===== config.mk =====
export PLATFORM = sky130hd
export DESIGN_NAME = tf_gen_ctrl_flex_flat
export DESIGN_NICKNAME = d
export VERILOG_FILES = /design/src/rtl/tf_gen_ctrl_flex_if.sv /design/src/rtl/tf_gen_ctrl_flex.sv /design/src/flat_wrapper.sv
export SDC_FILE = /design/constraint.sdc
export NUM_CORES = 1
export LEC_CHECK = 0
export ABC_AREA = 1
export BUFFER_PORTS_ARGS = -buffer_cell sky130_fd_sc_hd__buf_2
export CELL_PAD_IN_SITES_DETAIL_PLACEMENT = 0
export CELL_PAD_IN_SITES_GLOBAL_PLACEMENT = 1
export CORE_MARGIN = 4
export CORE_UTILIZATION = 43
export CTS_CLUSTER_SIZE = 14
export DETAILED_ROUTE_END_ITERATION = 6
export PLACE_DENSITY = 0.8
export SYNTH_ARGS = -nofsm -noshare
export SYNTH_HDL_FRONTEND = slang
export SYNTH_SLANG_ARGS = --single-unit

===== constraint.sdc =====
create_clock -name clk -period 3.2 [get_ports clk]
set_input_delay 0.32 -clock clk [delete_from_list [all_inputs] [get_ports clk]]
set_output_delay 0.32 -clock clk [all_outputs]
set_load 0.02 [all_outputs]

===== src/rtl/tf_gen_ctrl_flex_if.sv =====
// Purpose : scheduler <-> twiddle-factor controller bundle (job control in, engine/bank strobes out).
// Ports   : master = scheduler/downstream side (drives start/first/row_num/out_rdy/abort),
//           slave  = controller side (drives busy/load/en/ren/wen/vld/addresses/selects/done pulses).
interface tf_gen_ctrl_flex_if #(
    parameter int AW = 8,
    parameter int SW = 2
);
    // job control and downstream flow control
    logic          start;
    logic          first;
    logic [SW:0]   row_num;
    logic          out_rdy;
    logic          abort;

    // engine / bank control and status
    logic          busy;
    logic          load;
    logic          en;
    logic          ren;
    logic          wen;
    logic          vld;
    logic [AW-1:0] addr_r;
    logic [AW-1:0] addr_w;
    logic [SW-1:0] sel_sr;
    logic          sel_mm;
    logic          done_row;
    logic          done;

    modport master (
        output start, first, row_num, out_rdy, abort,
        input  busy, load, en, ren, wen, vld, addr_r, addr_w, sel_sr, sel_mm, done_row, done
    );

    modport slave (
        input  start, first, row_num, out_rdy, abort,
        output busy, load, en, ren, wen, vld, addr_r, addr_w, sel_sr, sel_mm, done_row, done
    );
endinterface


===== src/rtl/tf_gen_ctrl_flex.sv =====
// Purpose : sequences seed load, MM chain and TF write-back for 0..2*ROW_NUM_MAX-1 rows per job.
// Latency : first vld 2+MM_LAT cycles after start; row period DEPTH*MM_LAT+2; done 2 cycles after last transfer.
// Backpr. : out_rdy low at the transfer phase freezes phase/counters, drops en/wen, holds vld.
// Ports   : clk, rst_n (async active-low); ctl = slave side of tf_gen_ctrl_flex_if.
module tf_gen_ctrl_flex #(
    parameter int MM_NUM      = 4,
    parameter int SEED_NUM    = 1024,
    parameter int MM_LAT      = 5,
    parameter int ROW_NUM_MAX = 4,
    parameter int DEPTH       = SEED_NUM / MM_NUM,
    parameter int AW          = $clog2(DEPTH),
    parameter int SW          = $clog2(ROW_NUM_MAX)
) (
    input  logic              clk,
    input  logic              rst_n,
    tf_gen_ctrl_flex_if.slave ctl
);
    localparam int PW = (MM_LAT > 1) ? $clog2(MM_LAT) : 1;
    localparam logic [PW-1:0] PH_LAST   = PW'(MM_LAT - 1);
    localparam logic [AW-1:0] ADDR_LAST = AW'(DEPTH - 1);

    typedef enum logic [2:0] {
        S_IDLE = 3'd0,
        S_SEED = 3'd1,
        S_LOAD = 3'd2,
        S_RUN  = 3'd3,
        S_DONE = 3'd4
    } state_t;

    state_t        state_q, state_d;
    logic [PW-1:0] phase_q, phase_d;
    logic [AW-1:0] seed_cnt_q, seed_cnt_d;
    logic [AW-1:0] seed_ptr_q, seed_ptr_d;
    logic [SW:0]   row_cnt_q, row_cnt_d;
    logic [SW:0]   rows_q, rows_d;
    logic [SW-1:0] sel_sr_q, sel_sr_d;
    logic          done_row_q, done_row_d;
    logic          done_q, done_d;

    // transfer-point qualifiers shared by next-state and output logic
    logic phase_pt;
    logic stall;
    logic xfer;
    logic row_end;

    assign phase_pt = (state_q == S_RUN) && (phase_q == PH_LAST);
    assign stall    = phase_pt && !ctl.out_rdy;
    assign xfer     = phase_pt && ctl.out_rdy;
    assign row_end  = xfer && (seed_cnt_q == ADDR_LAST);

    // ------------------------------------------------------------------
    // state / datapath registers
    // ------------------------------------------------------------------
    always_ff @(posedge clk or negedge rst_n) begin
        if (!rst_n) begin
            state_q    <= S_IDLE;
            phase_q    <= '0;
            seed_cnt_q <= '0;
            seed_ptr_q <= '0;
            row_cnt_q  <= '0;
            rows_q     <= '0;
            sel_sr_q   <= '0;
            done_row_q <= 1'b0;
            done_q     <= 1'b0;
        end else begin
            state_q    <= state_d;
            phase_q    <= phase_d;
            seed_cnt_q <= seed_cnt_d;
            seed_ptr_q <= seed_ptr_d;
            row_cnt_q  <= row_cnt_d;
            rows_q     <= rows_d;
            sel_sr_q   <= sel_sr_d;
            done_row_q <= done_row_d;
            done_q     <= done_d;
        end
    end

    // ------------------------------------------------------------------
    // next-state logic
    // ------------------------------------------------------------------
    always_comb begin
        state_d    = state_q;
        phase_d    = phase_q;
        seed_cnt_d = seed_cnt_q;
        seed_ptr_d = seed_ptr_q;
        row_cnt_d  = row_cnt_q;
        rows_d     = rows_q;
        sel_sr_d   = sel_sr_q;
        done_row_d = 1'b0;
        done_d     = 1'b0;

        case (state_q)
            S_IDLE: begin
                if (ctl.start) begin
                    rows_d    = ctl.row_num;
                    row_cnt_d = '0;
                    sel_sr_d  = '0;
                    if (ctl.first) begin
                        seed_ptr_d = '0;
                    end
                    state_d = (ctl.row_num == '0) ? S_DONE : S_SEED;
                end
            end
            S_SEED: begin
                state_d = S_LOAD;
            end
            S_LOAD: begin
                seed_ptr_d = seed_ptr_q + 1'b1;
                seed_cnt_d = '0;
                phase_d    = '0;
                state_d    = S_RUN;
            end
            S_RUN: begin
                if (!stall) begin
                    phase_d = (phase_q == PH_LAST) ? '0 : phase_q + 1'b1;
                end
                if (xfer) begin
                    seed_cnt_d = seed_cnt_q + 1'b1;
                end
                if (row_end) begin
                    done_row_d = 1'b1;
                    sel_sr_d   = sel_sr_q + 1'b1;
                    row_cnt_d  = row_cnt_q + 1'b1;
                    state_d    = ((row_cnt_q + 1'b1) == rows_q) ? S_DONE : S_SEED;
                end
            end
            S_DONE: begin
                done_d    = 1'b1;
                row_cnt_d = '0;
                state_d   = S_IDLE;
            end
            default: begin
                state_d = S_IDLE;
            end
        endcase

        // Abort overrides everything, including pulses already decided this
        // cycle; seed_ptr is restored so an aborted LOAD does not consume a seed.
        if (ctl.abort) begin
            state_d    = S_IDLE;
            phase_d    = '0;
            seed_cnt_d = '0;
            row_cnt_d  = '0;
            sel_sr_d   = '0;
            seed_ptr_d = seed_ptr_q;
            done_row_d = 1'b0;
            done_d     = 1'b0;
        end
    end

    // ------------------------------------------------------------------
    // output logic
    // ------------------------------------------------------------------
    logic          busy_o;
    logic          load_o;
    logic          en_o;
    logic          ren_o;
    logic          wen_o;
    logic          vld_o;
    logic [AW-1:0] addr_r_o;
    logic [AW-1:0] addr_w_o;
    logic          sel_mm_o;

    always_comb begin
        busy_o   = (state_q != S_IDLE);
        load_o   = (state_q == S_LOAD);
        en_o     = (state_q == S_RUN) && !stall;
        vld_o    = phase_pt;
        wen_o    = xfer;
        addr_w_o = phase_pt ? seed_cnt_q : '0;
        sel_mm_o = (state_q == S_RUN) ? (phase_q != '0) : 1'b1;
        ren_o    = 1'b0;
        addr_r_o = '0;
        if (state_q == S_SEED) begin
            ren_o    = 1'b1;
            addr_r_o = seed_ptr_q;
        end else if (phase_pt && (seed_cnt_q != ADDR_LAST)) begin
            // prefetch the next MM operand; repeats harmlessly while stalled
            ren_o    = 1'b1;
            addr_r_o = seed_cnt_q + 1'b1;
        end
    end

    assign ctl.busy     = busy_o;
    assign ctl.load     = load_o;
    assign ctl.en       = en_o;
    assign ctl.ren      = ren_o;
    assign ctl.wen      = wen_o;
    assign ctl.vld      = vld_o;
    assign ctl.addr_r   = addr_r_o;
    assign ctl.addr_w   = addr_w_o;
    assign ctl.sel_sr   = sel_sr_q;
    assign ctl.sel_mm   = sel_mm_o;
    assign ctl.done_row = done_row_q;
    assign ctl.done     = done_q;
endmodule


===== src/flat_wrapper.sv =====
// flat-port wrapper written by rule: the top's interface ports become plain ports
module tf_gen_ctrl_flex_flat 
#(
    parameter int MM_NUM      = 4,
    parameter int SEED_NUM    = 1024,
    parameter int MM_LAT      = 5,
    parameter int ROW_NUM_MAX = 4,
    parameter int DEPTH       = SEED_NUM / MM_NUM,
    parameter int AW          = $clog2(DEPTH),
    parameter int SW          = $clog2(ROW_NUM_MAX)
)
  (clk, rst_n, ctl_start, ctl_first, ctl_row_num, ctl_out_rdy, ctl_abort, ctl_busy, ctl_load, ctl_en, ctl_ren, ctl_wen, ctl_vld, ctl_addr_r, ctl_addr_w, ctl_sel_sr, ctl_sel_mm, ctl_done_row, ctl_done);
  tf_gen_ctrl_flex_if #(.AW(AW), .SW(SW)) ctl_i ();
  input  logic clk;
  input  logic rst_n;
  input wire logic [$bits(ctl_i.start)-1:0] ctl_start;
  input wire logic [$bits(ctl_i.first)-1:0] ctl_first;
  input wire logic [$bits(ctl_i.row_num)-1:0] ctl_row_num;
  input wire logic [$bits(ctl_i.out_rdy)-1:0] ctl_out_rdy;
  input wire logic [$bits(ctl_i.abort)-1:0] ctl_abort;
  output wire logic [$bits(ctl_i.busy)-1:0] ctl_busy;
  output wire logic [$bits(ctl_i.load)-1:0] ctl_load;
  output wire logic [$bits(ctl_i.en)-1:0] ctl_en;
  output wire logic [$bits(ctl_i.ren)-1:0] ctl_ren;
  output wire logic [$bits(ctl_i.wen)-1:0] ctl_wen;
  output wire logic [$bits(ctl_i.vld)-1:0] ctl_vld;
  output wire logic [$bits(ctl_i.addr_r)-1:0] ctl_addr_r;
  output wire logic [$bits(ctl_i.addr_w)-1:0] ctl_addr_w;
  output wire logic [$bits(ctl_i.sel_sr)-1:0] ctl_sel_sr;
  output wire logic [$bits(ctl_i.sel_mm)-1:0] ctl_sel_mm;
  output wire logic [$bits(ctl_i.done_row)-1:0] ctl_done_row;
  output wire logic [$bits(ctl_i.done)-1:0] ctl_done;
  assign ctl_i.start = ctl_start;
  assign ctl_i.first = ctl_first;
  assign ctl_i.row_num = ctl_row_num;
  assign ctl_i.out_rdy = ctl_out_rdy;
  assign ctl_i.abort = ctl_abort;
  assign ctl_busy = ctl_i.busy;
  assign ctl_load = ctl_i.load;
  assign ctl_en = ctl_i.en;
  assign ctl_ren = ctl_i.ren;
  assign ctl_wen = ctl_i.wen;
  assign ctl_vld = ctl_i.vld;
  assign ctl_addr_r = ctl_i.addr_r;
  assign ctl_addr_w = ctl_i.addr_w;
  assign ctl_sel_sr = ctl_i.sel_sr;
  assign ctl_sel_mm = ctl_i.sel_mm;
  assign ctl_done_row = ctl_i.done_row;
  assign ctl_done = ctl_i.done;
  tf_gen_ctrl_flex #(.MM_NUM(MM_NUM), .SEED_NUM(SEED_NUM), .MM_LAT(MM_LAT), .ROW_NUM_MAX(ROW_NUM_MAX), .DEPTH(DEPTH), .AW(AW), .SW(SW)) u_core (.clk(clk), .rst_n(rst_n), .ctl(ctl_i));
endmodule

==> results by group, run 1 <==
Status
  – Status: completed

Place
  – GPL Wtd Cong: 0.8368
  – Placed Cells: 354
  – Dpl hpwl: 3692 um
  – Port buffer count: 35

Cells and area
  – Share of layout cells above drive strength 1: 20.32%
  – Non-filler cells in the finished layout: 362
  – Area of the multi-input gates: 1017 um2
  – Final core utilization: 53.21%
  – Antenna fix cells: 0
  – Fillers: 451
  – Nets@finish: 323
  – FF+latch area: 800.8 um2
  – Layout overhead on the synthesized area: 17.39%

Routing
  – DRC viols: 0
  – Met2 Wirelength: 2323 um
  – DR WL/cell: 13.57 um
  – DRT Pass-1 Iters: 4
  – Met1 Wirelength: 2319 um
  – Detail Route Antenna Nets: 0
  – Initial DRC Count: 104
  – Via count: 1,840
  – Met3 wire length: 214 um
  – Aggregate routed wire length: 4913 um
  – Top Layer Used: met4
  – Vias per inst: 5.083

Die
  – Die area: 5844 um2
  – Die width: 76.45 um
  – Core area: 4444 um2
  – Row count: 24
  – I/O pins: 36
  – Starting Density: 45.33%
  – Height of the die: 76.45 um

STA
  – Final Setup Violations: 0
  – Skew final: 0.009204 ns
  – Setup TNS: 0 ns
  – Relative slew slack: 49.61%
  – Count of pins over their slew limit: 0
  – Final period util: 71.76%
  – Fmax: 435.5 MHz
  – Tmin final: 2.296 ns
  – Worst-Margin Slew: 0.7559 ns
  – RSZ-0062 raised after global routing: false
  – Final Hold Vio Count: 0

Clocking
  – Resized Gates After CTS: 0
  – CTS Sinks: 32
  – CTS tree: yes
  – Total CTS buffers: 5
  – CTS Buffer Depth: 2
  – Setup bufs post-CTS: 0
  – Clk slew on worst S/H paths: 0.07 ns
  – Clock latency at the later pin of the worst-skew pair: 0.29 ns
  – Hold Buf Count CTS: 0
  – CTS root buffer: clkbuf_8
  – # H-tree levels: 2

Pwr
  – Pwr/cell area: 544.5 nW/um2
  – Clock power share: 34.1%
  – Peak supply drop: 0.0002570 V
  – Lkg Pwr: 1.232 nW
  – P_int: 829.0 uW
  – Logic pwr share: 28.6%
  – Net load switching power: 458.7 uW
  – Sw Ratio: 35.62%
  – Reg power frac: 37.3%

Worst setup path
  – Worst setup startpoint: u_core.phase_q[0]$_DFFE_PN0P_
  – Critical Path RT: 2.88 ns
  – Crit path DAT: 1.98 ns
  – Startpoint types: flop
  – R2R cell count: 9
  – CP max FO: 10
  – R2R Setup Slk: 1.55 ns
  – Critical register-to-register path startpoint: u_core.phase_q[0]$_DFFE_PN0P_
  – Capturing element type of the critical path: output pin
  – Worst reg2reg path endpoint: u_core.ctl.sel_sr[1]$_DFFE_PN0P_
  – Critical path class: flop to output pin

Yosys
  – Synth Net Count: 283
  – Yosys top cell area share: 39.75%
  – Synth Cell Area: 2014 um2
  – Post-synth top flop: dfrtp_1
  – Most area-consuming cells after synthesis: dfrtp_1 (40%), nand2_1 (12%), inv_1 (7.8%)
  – Asr flop ratio synth: 100.0%
  – Post-synthesis register bit count: 32
  – Post-Synthesis Cells: 269
  – Synth Area per Inst: 7.489 um2
  – Most area-hungry cell type in the Yosys netlist: dfrtp_1
  – Count of different cell masters after synthesis: 26
  – Post-synthesis sequential area ratio: 39.75%
  – YS warnings: 0
  – Post-synth EDFFs: 0

Worst hold path
  – Hold Path Class: input port to asynchronous set/reset pin

Run
  – Max cap viols: 0

Global route
  – Wire length of the first global-routing pass: 8735 um
  – Vias in the first global route: 1,890
  – Global Route Usage Sum: 18.17%
  – Pin count of the biggest net entering global routing: 33
  – Grt ovf: 0
  – Initial antenna violation count: 0
## worst max-delay path: stages (launching register included)
cell	delay [ns]
dfrtp_1	0.41
inv_1	0.07
ha_1	0.15
nand2_1	0.07
inv_1	0.17
nand2_4	0.13
inv_2	0.08
nand2_1	0.16
o21ai_0	0.24
buf_2	0.20
## synth_stat cells (2+ instances only)
cell type and n:
nand2_1 66, inv_1 42, dfrtp_1 32, nor2_1 24, nand3_1 17, o22ai_1 13, nand4_1 10, o21ai_0 8
xor2_1 8, nor3_1 7, inv_2 6, o21ai_1 6, a21oi_1 5, ha_1 5, nor2_2 4, xnor2_1 3
nand2_4 2, nand3_2 2, nand3_4 2
## per-stage QoR
step	total power [mW]	instance area, um2	hold slack, ns	setup WS, ns
2_1_floorplan	0.7576	2014	0.02441	1.179
3_3_place_gp	0.8587	2238	0.4315	1.236
3_5_place_dp	0.8592	2238	0.4468	1.217
4_1_cts	1.300	2365	0.1306	0.8905
5_1_grt	1.367	2365	0.1633	0.7855
6_report	1.288	2365	0.09976	0.9036
## registers in the layout, summed over array words and instances (netlist names)
| signal | count |
|---|---|
| u_core.state_q | 3 |
| u_core.ctl.sel_sr | 2 |
| u_core.phase_q | 3 |
| u_core.rows_q | 3 |
| u_core.ctl.done_row | 1 |
| u_core.seed_cnt_q | 8 |
| u_core.ctl.done | 1 |
| u_core.row_cnt_q | 3 |
| u_core.seed_ptr_q | 8 |
## power groups by stage
stage / sequential, mW / clock (mW) / combinational (mW)
6_report: 0.480 / 0.439 / 0.369
4_1_cts: 0.479 / 0.447 / 0.373
5_1_grt: 0.485 / 0.462 / 0.419
3_5_place_dp: 0.487 / 0 / 0.372
3_3_place_gp: 0.485 / 0 / 0.373
2_1_floorplan: 0.482 / 0 / 0.276
## routing by layer
| metal | up-vias | global-route usage [%] |
|---|---|---|
| met5 | - | 0 |
| met4 | 0 | 4.891 |
| met3 | 5 | 3.901 |
| met2 | 43 | 30.23 |
| met1 | 847 | 23.82 |
| li1 | 945 | - |
## cell type report
| cell class | instances | share of cell area, % |
|---|---|---|
| Clock buffer | 7 | 4.074 |
| Clock inverter | 1 | 1.270 |
| Inverter | 48 | 7.619 |
| Multi-Input combinational cell | 187 | 43.02 |
| Sequential cell | 32 | 33.86 |
| Tap cell | 52 | 2.751 |
| Timing Repair Buffer | 35 | 7.407 |
## worst max-delay path by stage
stage | depth (start not counted) | end | slack [ns]
finish | 9 | ctl_addr_r[5] | 0.90
global route | 9 | ctl_addr_r[5] | 0.79
CTS | 9 | ctl_addr_r[7] | 0.89
detailed placement | 9 | ctl_addr_r[7] | 1.22
global placement | 9 | ctl_addr_r[7] | 1.24
floorplan | 8 | ctl_addr_r[5] | 1.18
## layout by cell type (no fill, tap or decap), types with 3 or more instances in the layout
master,Yosys,routed
o21ai_0,8,8
xnor2_1,3,3
nor3_1,7,7
o22ai_1,13,13
o21ai_1,6,6
dfrtp_1,32,32
nand4_1,10,10
nand2_1,66,66
a21oi_1,5,5
nand3_1,17,17
ha_1,5,5
nor2_2,4,4
inv_1,42,42
inv_2,6,6
nor2_1,24,24
clkbuf_8,0,7
xor2_1,8,8
buf_2,1,35
## kinds of logic after synthesis
group | share of synthesized area [%]
XOR/XNOR | 4.783
buffers and inverters | 9.751
AND/OR/NAND/NOR | 32.24
adder cells (fa/ha/maj) | 3.106
flip-flops | 39.75
AO/OA/AOI/OAI | 10.37
Note: power is estimated with default switching activity, not from simulation.
==> run 2: changes to the inputs <==
--- a/config.mk
+++ b/config.mk
@@ -5,15 +5,15 @@
 export SDC_FILE = /design/constraint.sdc
 export NUM_CORES = 1
 export LEC_CHECK = 0
-export ABC_AREA = 1
+export ABC_AREA = 0
 export BUFFER_PORTS_ARGS = -buffer_cell sky130_fd_sc_hd__buf_2
 export CELL_PAD_IN_SITES_DETAIL_PLACEMENT = 0
 export CELL_PAD_IN_SITES_GLOBAL_PLACEMENT = 1
 export CORE_MARGIN = 4
-export CORE_UTILIZATION = 43
+export CORE_UTILIZATION = 42
 export CTS_CLUSTER_SIZE = 14
 export DETAILED_ROUTE_END_ITERATION = 6
-export PLACE_DENSITY = 0.8
+export PLACE_DENSITY = 0.75
 export SYNTH_ARGS = -nofsm -noshare
 export SYNTH_HDL_FRONTEND = slang
 export SYNTH_SLANG_ARGS = --single-unit
==> constraint.sdc (replaced) <==
create_clock -name clk -period 2.3 [get_ports clk]
set_input_delay 0.23 -clock clk [delete_from_list [all_inputs] [get_ports clk]]
set_output_delay 0.23 -clock clk [all_outputs]
set_load 0.02 [all_outputs]
==> results by group, run 2 <==
Pwr
  – Pwr/cell area: 604.6 nW/um2 (+11%)
  – Lkg Pwr: 1.090 nW (-12%)
  – Peak supply drop: 0.0003190 V (+24%)

Worst setup path
  – Critical path class: flop to output pin
  – Critical path's largest stage delay: 0.45 ns (+0.04 ns)
  – Capturing element type of the critical path: output pin
  – Critical Path RT: 2.07 ns (-0.81 ns)
  – Startpoint types: flop
  – Crit path DAT: 1.97 ns (about the same)
  – Crit path max-delay cell type: dfrtp_1
  – CP Cell Sequence: ha_1, and4_2, nand2_1, xnor2_1, a22o_1, buf_2
  – CP max FO: 7 (-3)
  – R2R cell count: 5 (-4)

Cells and area
  – Antenna fix cells: 0 (unchanged)
  – Commonest non-fill, non-tap cells in the layout: buf_2 (35), dfrtp_1 (32), nand2_1 (23), o21ai_0 (20), nor2_1 (16)
  – Most common cell after layout, fill and taps aside: buf_2
  – Share of layout cells above drive strength 1: 24.71% (+4.4 points)
  – Biggest regs: u_core.seed_cnt_q (8), u_core.seed_ptr_q (8)
  – Post-Layout Inst Area: 2349 um2 (-0.69%)
  – Layout overhead on the synthesized area: 16.22%
  – Nets@finish: 277 (-14%)
  – Fillers: 439 (-2.7%)
  – Final core utilization: 52.14% (-1.1 points)

STA
  – Final setup margin: 0.09804 ns (-0.8056 ns)
  – Fmax: 454.1 MHz
  – Skew final: 0.007553 ns (-0.001651 ns)
  – Worst hold slack: 0.001790 ns (-0.09797 ns)
  – Final period util: 95.74%
  – Setup TNS: 0 ns (unchanged)
  – Count of pins over their slew limit: 0 (unchanged)
  – Tmin final: 2.202 ns
  – RSZ-0062 raised after global routing: false
  – Final Hold Vio Count: 0 (unchanged)
  – Relative slew slack: 51.40% (+1.8 points)
  – Worst-Margin Slew: 0.7291 ns (-0.02682 ns)
  – Final Setup Violations: 0 (unchanged)

Yosys
  – Synth Net Count: 236 (-17%)
  – Yosys top cell area share: 39.63% (-0.12 points)
  – YS warnings: 0 (unchanged)
  – Most area-consuming cells after synthesis: dfrtp_1 (40%), o21ai_0 (5.2%), xnor2_1 (4.3%)
  – Post-synthesis sequential area ratio: 39.63% (-0.12 points)
  – Count of different cell masters after synthesis: 47 (+81%)
  – Synth Cell Area: 2021 um2 (+0.31%)
  – Synth top cells by count: dfrtp_1 (32), nand2_1 (23), o21ai_0 (21)
  – Post-synth top flop: dfrtp_1
  – Synth Area per Inst: 9.102 um2 (+22%)
  – Post-synth EDFFs: 0 (unchanged)
  – Most area-hungry cell type in the Yosys netlist: dfrtp_1
  – Post-Synthesis Cells: 222 (-17%)
  – Asr flop ratio synth: 100.0% (unchanged)
  – Post-synthesis register bit count: 32 (unchanged)
  – Most frequent cell after synthesis: dfrtp_1

Status
  – Status: completed

Die
  – Height of the die: 77.36 um (+1.2%)
  – Die area: 5985 um2 (+2.4%)
  – Die width: 77.36 um (+1.2%)
  – Starting Density: 44.86% (-0.47 points)
  – Row count: 24 (unchanged)
  – Core area: 4504 um2 (+1.4%)
  – I/O pins: 36 (unchanged)

Global route
  – Global Route Usage Sum: 16.63% (-1.5 points)
  – Initial antenna violation count: 0 (unchanged)
  – Pin count of the biggest net entering global routing: 33 (unchanged)
  – Wire length of the first global-routing pass: 8100 um (-7.3%)
  – Vias in the first global route: 1,716 (-9.2%)
  – Grt ovf: 0 (unchanged)

Clocking
  – CTS Sinks: 32 (unchanged)
  – CTS root buffer: clkbuf_8
  – Setup bufs post-CTS: 0 (unchanged)
  – Clk slew on worst S/H paths: 0.07 ns (about the same)
  – # H-tree levels: 2 (unchanged)
  – CTS Buffer Depth: 2 (unchanged)
  – Clock latency at the later pin of the worst-skew pair: 0.28 ns (about the same)
  – Total CTS buffers: 5 (unchanged)
  – Hold Buf Count CTS: 0 (unchanged)
  – CTS tree: yes

Place
  – Cell Area, Placed: 2248 um2 (+0.45%)
  – Dpl hpwl: 3521 um (-4.6%)
  – Port buffer count: 35 (unchanged)
  – GPL Wtd Cong: 0.7827 (-6.5%)
  – Post-place setup slack: 0.2418 ns (-0.9754 ns)

Routing
  – Initial DRC Count: 90 (-13%)
  – Via count: 1,743 (-5.3%)
  – DRT Pass-1 Iters: 4 (unchanged)
  – Aggregate routed wire length: 4674 um (-4.9%)
  – DR WL/cell: 14.84 um (+9.3%)
  – DRC viols: 0 (unchanged)
  – Vias per inst: 5.533 (+8.9%)
  – Detail Route Antenna Nets: 0 (unchanged)

Worst hold path
  – Hold Path Class: input port to asynchronous set/reset pin

Run
  – Max cap viols: 0 (unchanged)
[run 2: changes by cell type in the layout (fill, tap and decap cells not counted), sizes merged, moves of 7 or more]
| cell | before | now |
|---|---|---|
| nand2 | 69 | 23 |
| xnor2 | 3 | 10 |
| o22ai | 13 | 0 |
| nor4 | 0 | 8 |
| nand3 | 21 | 13 |
| nor2 | 29 | 16 |
| inv | 48 | 5 |
| and2 | 0 | 9 |
| buf | 35 | 44 |
[run 2: repair_timing]
| item | in CTS | in global routing |
|---|---|---|
| setup endpoints to repair | 5 | 5 |
| resized for setup | 1 | 1 |
| endpoints found under the hold margin | 0 | 0 |
[run 2: kinds of logic after synthesis]
kind of cell,after synthesis,synth area share [%]
mux,6,3.405
simple gates,101,26.94
compound gates,49,15.29
buf+inv,15,4.891
xor+xnor,14,6.749
flops,32,39.63
fa+ha+maj,5,3.096
[run 2: area by class of cell]
class / count / area, um2 / area share (%)
multi-input combinational: 175 / 1125 / 47.90
sequential: 32 / 800.8 / 34.10
timing repair buffer: 44 / 242.7 / 10.34
clock buffer: 7 / 96.34 / 4.102
tap: 52 / 65.06 / 2.770
inverter: 5 / 18.77 / 0.7991
[run 2: where the power goes]
part / total (mW) / internal (mW) / switching, mW
Clock: 0.463 / 0.266 / 0.197
Sequential: 0.639 / 0.605 / 0.0339
Combinational: 0.318 / 0.130 / 0.188
Total: 1.42 / 1.00 / 0.419
[run 2: path summary, 6_finish.rpt]
| check | start | endpoint | slack [ns] |
|---|---|---|---|
| max | u_core.seed_cnt_q[0]$_DFFE_PN0P_ | ctl_addr_r[6] | 0.1 |
| min in group clk | ctl_row_num[2] | u_core.rows_q[2]$_DFFE_PN0P_ | 0.21 |
| max in group asynchronous | rst_n | u_core.ctl.done$_DFF_PN0_ | 1.82 |
| min reg2reg | u_core.ctl.sel_sr[1]$_DFFE_PN0P_ | u_core.ctl.sel_sr[1]$_DFFE_PN0P_ | 0.50 |
| min | rst_n | u_core.seed_cnt_q[4]$_DFFE_PN0P_ | 0.002 |
| max reg2reg | u_core.seed_cnt_q[0]$_DFFE_PN0P_ | u_core.row_cnt_q[0]$_DFFE_PN0P_ | 0.20 |
[run 2: critical path: cells and delay by family, from the launching register on]
family / cells / cell delay, ns
compound gates: 1 / 0.16
flops: 1 / 0.45
simple gates: 2 / 0.36
fa+ha+maj: 1 / 0.31
buf+inv: 1 / 0.15
xor+xnor: 1 / 0.25
[run 2: through the flow]
stage	power [mW]	instances
3_5_place_dp	0.9716	308
5_1_grt	1.511	315
6_report	1.420	315
4_1_cts	1.441	315
2_1_floorplan	0.8718	222
3_3_place_gp	0.9733	308
[run 2: layer usage]
metal | global-route usage, % | share of wire, % | vias to the layer above
li1 | - | - | 884
met1 | 21.60 | 48 | 824
met2 | 27.63 | 47 | 31
met4 | 5.338 | 1.0 | 0
met3 | 3.704 | 4.1 | 4
met5 | 0 | 0 | -
==> run 3: changes to the inputs <==
--- a/config.mk
+++ b/config.mk
@@ -10,10 +10,11 @@
 export CELL_PAD_IN_SITES_DETAIL_PLACEMENT = 0
 export CELL_PAD_IN_SITES_GLOBAL_PLACEMENT = 1
 export CORE_MARGIN = 4
-export CORE_UTILIZATION = 42
+export CORE_UTILIZATION = 44
+export CTS_BUF_LIST = sky130_fd_sc_hd__clkbuf_8
 export CTS_CLUSTER_SIZE = 14
 export DETAILED_ROUTE_END_ITERATION = 6
-export PLACE_DENSITY = 0.75
+export PLACE_DENSITY = 0.78
 export SYNTH_ARGS = -nofsm -noshare
 export SYNTH_HDL_FRONTEND = slang
 export SYNTH_SLANG_ARGS = --single-unit
==> results by group, run 3 (same netlist as run 2, synthesis figures left out) <==
STA
  – Relative slew slack: 49.87% (-1.5 points)
  – Skew final: 0.007849 ns (+0.0002966 ns)
  – Tmin final: 2.166 ns (-0.03611 ns)
  – Count of pins over their slew limit: 0 (unchanged)
  – RSZ-0062 raised after global routing: false
  – Setup TNS: 0 ns (unchanged)
  – Fmax: 461.7 MHz (+1.7%)
  – Final Hold Vio Count: 0 (unchanged)
  – Worst-Margin Slew: 0.7520 ns (+0.02296 ns)
  – Final Setup Violations: 0 (unchanged)
  – Final period util: 94.17% (-1.6 points)

Worst setup path
  – Critical path's largest stage delay: 0.44 ns (about the same)
  – CP Cell Sequence: ha_1, and4_2, nand2_1, xnor2_1, a22o_1, buf_2
  – Capturing element type of the critical path: output pin
  – R2R cell count: 5 (unchanged)
  – Worst path buffer plus inverter count: 1 (unchanged)
  – CP Depth: 6 (unchanged)
  – Critical Path RT: 2.07 ns (about the same)
  – CP max FO: 7 (unchanged)
  – Top Family by Delay on Critical Path: flip-flops
  – Crit path DAT: 1.94 ns (-0.03 ns)
  – Crit path max-delay cell type: dfrtp_1
  – Critical path class: flop to output pin
  – Startpoint types: flop

Die
  – Starting Density: 45.78% (+0.92 points)
  – Core area: 4414 um2 (-2.0%)
  – Height of the die: 75.77 um (-2.1%)
  – Die area: 5740 um2 (-4.1%)
  – I/O pins: 36 (unchanged)
  – Die width: 75.77 um (-2.1%)
  – Row count: 24 (unchanged)

Clocking
  – Total CTS buffers: 5 (unchanged)
  – CTS tree: yes
  – Clk slew on worst S/H paths: 0.07 ns (about the same)
  – CTS Buffer Depth: 2 (unchanged)
  – CTS Sinks: 32 (unchanged)
  – # H-tree levels: 2 (unchanged)
  – Clock latency at the later pin of the worst-skew pair: 0.29 ns (about the same)
  – CTS root buffer: clkbuf_8

Global route
  – Vias in the first global route: 1,639 (-4.5%)
  – Wire length of the first global-routing pass: 7872 um (-2.8%)
  – Initial antenna violation count: 0 (unchanged)
  – Grt ovf: 0 (unchanged)
  – Pin count of the biggest net entering global routing: 33 (unchanged)
  – Global Route Usage Sum: 17.94% (+1.3 points)

Cells and area
  – Nets@finish: 276 (-0.36%)
  – Biggest regs: u_core.seed_cnt_q (8), u_core.seed_ptr_q (8)
  – Post-Layout Inst Area: 2371 um2 (+0.96%)
  – Layout overhead on the synthesized area: 17.34%
  – Most common cell after layout, fill and taps aside: buf_2
  – Antenna fix cells: 0 (unchanged)
  – Commonest non-fill, non-tap cells in the layout: buf_2 (35), dfrtp_1 (32), nand2_1 (23), o21ai_0 (20), nor2_1 (16)
  – Share of layout cells above drive strength 1: 24.71% (unchanged)

Place
  – Port buffer count: 35 (unchanged)
  – Cell Area, Placed: 2241 um2 (-0.33%)
  – Dpl hpwl: 3466 um (-1.6%)
  – GPL Wtd Cong: 0.7815 (-0.15%)

Pwr
  – Peak supply drop: 0.0003374 V (+5.8%)
  – Lkg Pwr: 1.099 nW (+0.82%)
  – Pwr/cell area: 655.0 nW/um2 (+8.3%)

Routing
  – DRT Pass-1 Iters: 4 (unchanged)
  – DR WL/cell: 14.87 um (+0.24%)
  – Initial DRC Count: 135 (+50%)
  – Detail Route Antenna Nets: 0 (unchanged)
  – Via count: 1,750 (+0.40%)
  – Aggregate routed wire length: 4685 um (+0.24%)
  – DRC viols: 0 (unchanged)
  – Vias per inst: 5.556 (+0.40%)

Run
  – Max cap viols: 0 (unchanged)

Worst hold path
  – Hold Path Class: input port to asynchronous set/reset pin

Status
  – Status: completed
run 3: area by class of cell:
type	instances	area, um2
clock buffer	7	96.34
clock inverter	1	30.03
fill	404	2043
inverter	5	18.77
multi-input combinational	175	1125
sequential	32	800.8
tap	52	65.06
timing repair buffer	43	235.2
run 3: path summary, 6_finish.rpt:
path | start | slack, ns | to
worst max-delay path | u_core.seed_cnt_q[0]$_DFFE_PN0P_ | 0.13 | ctl_addr_r[6]
worst min-delay path | rst_n | 0.006 | u_core.seed_cnt_q[7]$_DFFE_PN0P_
worst max register to register | u_core.seed_cnt_q[0]$_DFFE_PN0P_ | 0.21 | u_core.row_cnt_q[0]$_DFFE_PN0P_
worst min register to register | u_core.row_cnt_q[1]$_DFFE_PN0P_ | 0.51 | u_core.row_cnt_q[1]$_DFFE_PN0P_
max in group asynchronous | rst_n | 1.81 | u_core.phase_q[0]$_DFFE_PN0P_
min in group clk | ctl_row_num[0] | 0.20 | u_core.rows_q[0]$_DFFE_PN0P_
run 3: power by group:
part	switching [mW]	internal [mW]	total, mW
Combinational	0.186	0.126	0.311
Clock	0.213	0.382	0.595
Sequential	0.0416	0.605	0.646
Total	0.440	1.11	1.55
run 3: through the flow:
step           power [mW]  cells  util (%)  hold slack, ns  setup slack, ns
2_1_floorplan      0.8718    222         -        -0.06559           0.3906
3_3_place_gp       0.9681    307     50.77          0.3345           0.2810
3_5_place_dp       0.9699    307     50.77          0.3464           0.2465
4_1_cts             1.574    315     53.63         0.03038           0.1151
5_1_grt             1.634    315     53.71         0.06214         0.008800
6_report            1.553    315     53.71        0.006076           0.1341
run 3: what timing repair did:
action                     in CTS  in global routing
setup endpoints to repair       5                  5
pin swaps                       0                  0
resized for setup               1                  1
hold endpoints to repair        0                  0
setup buffers                   0                  0
hold buffers                    0                  0
run 3: per-layer routing:
metal	GRT usage, %	up-vias	part of all wire, %
li1	-	882	-
met1	25.00	820	47
met2	27.47	39	46
met3	4.090	9	5.7
met4	5.825	0	1.2
met5	0	-	0
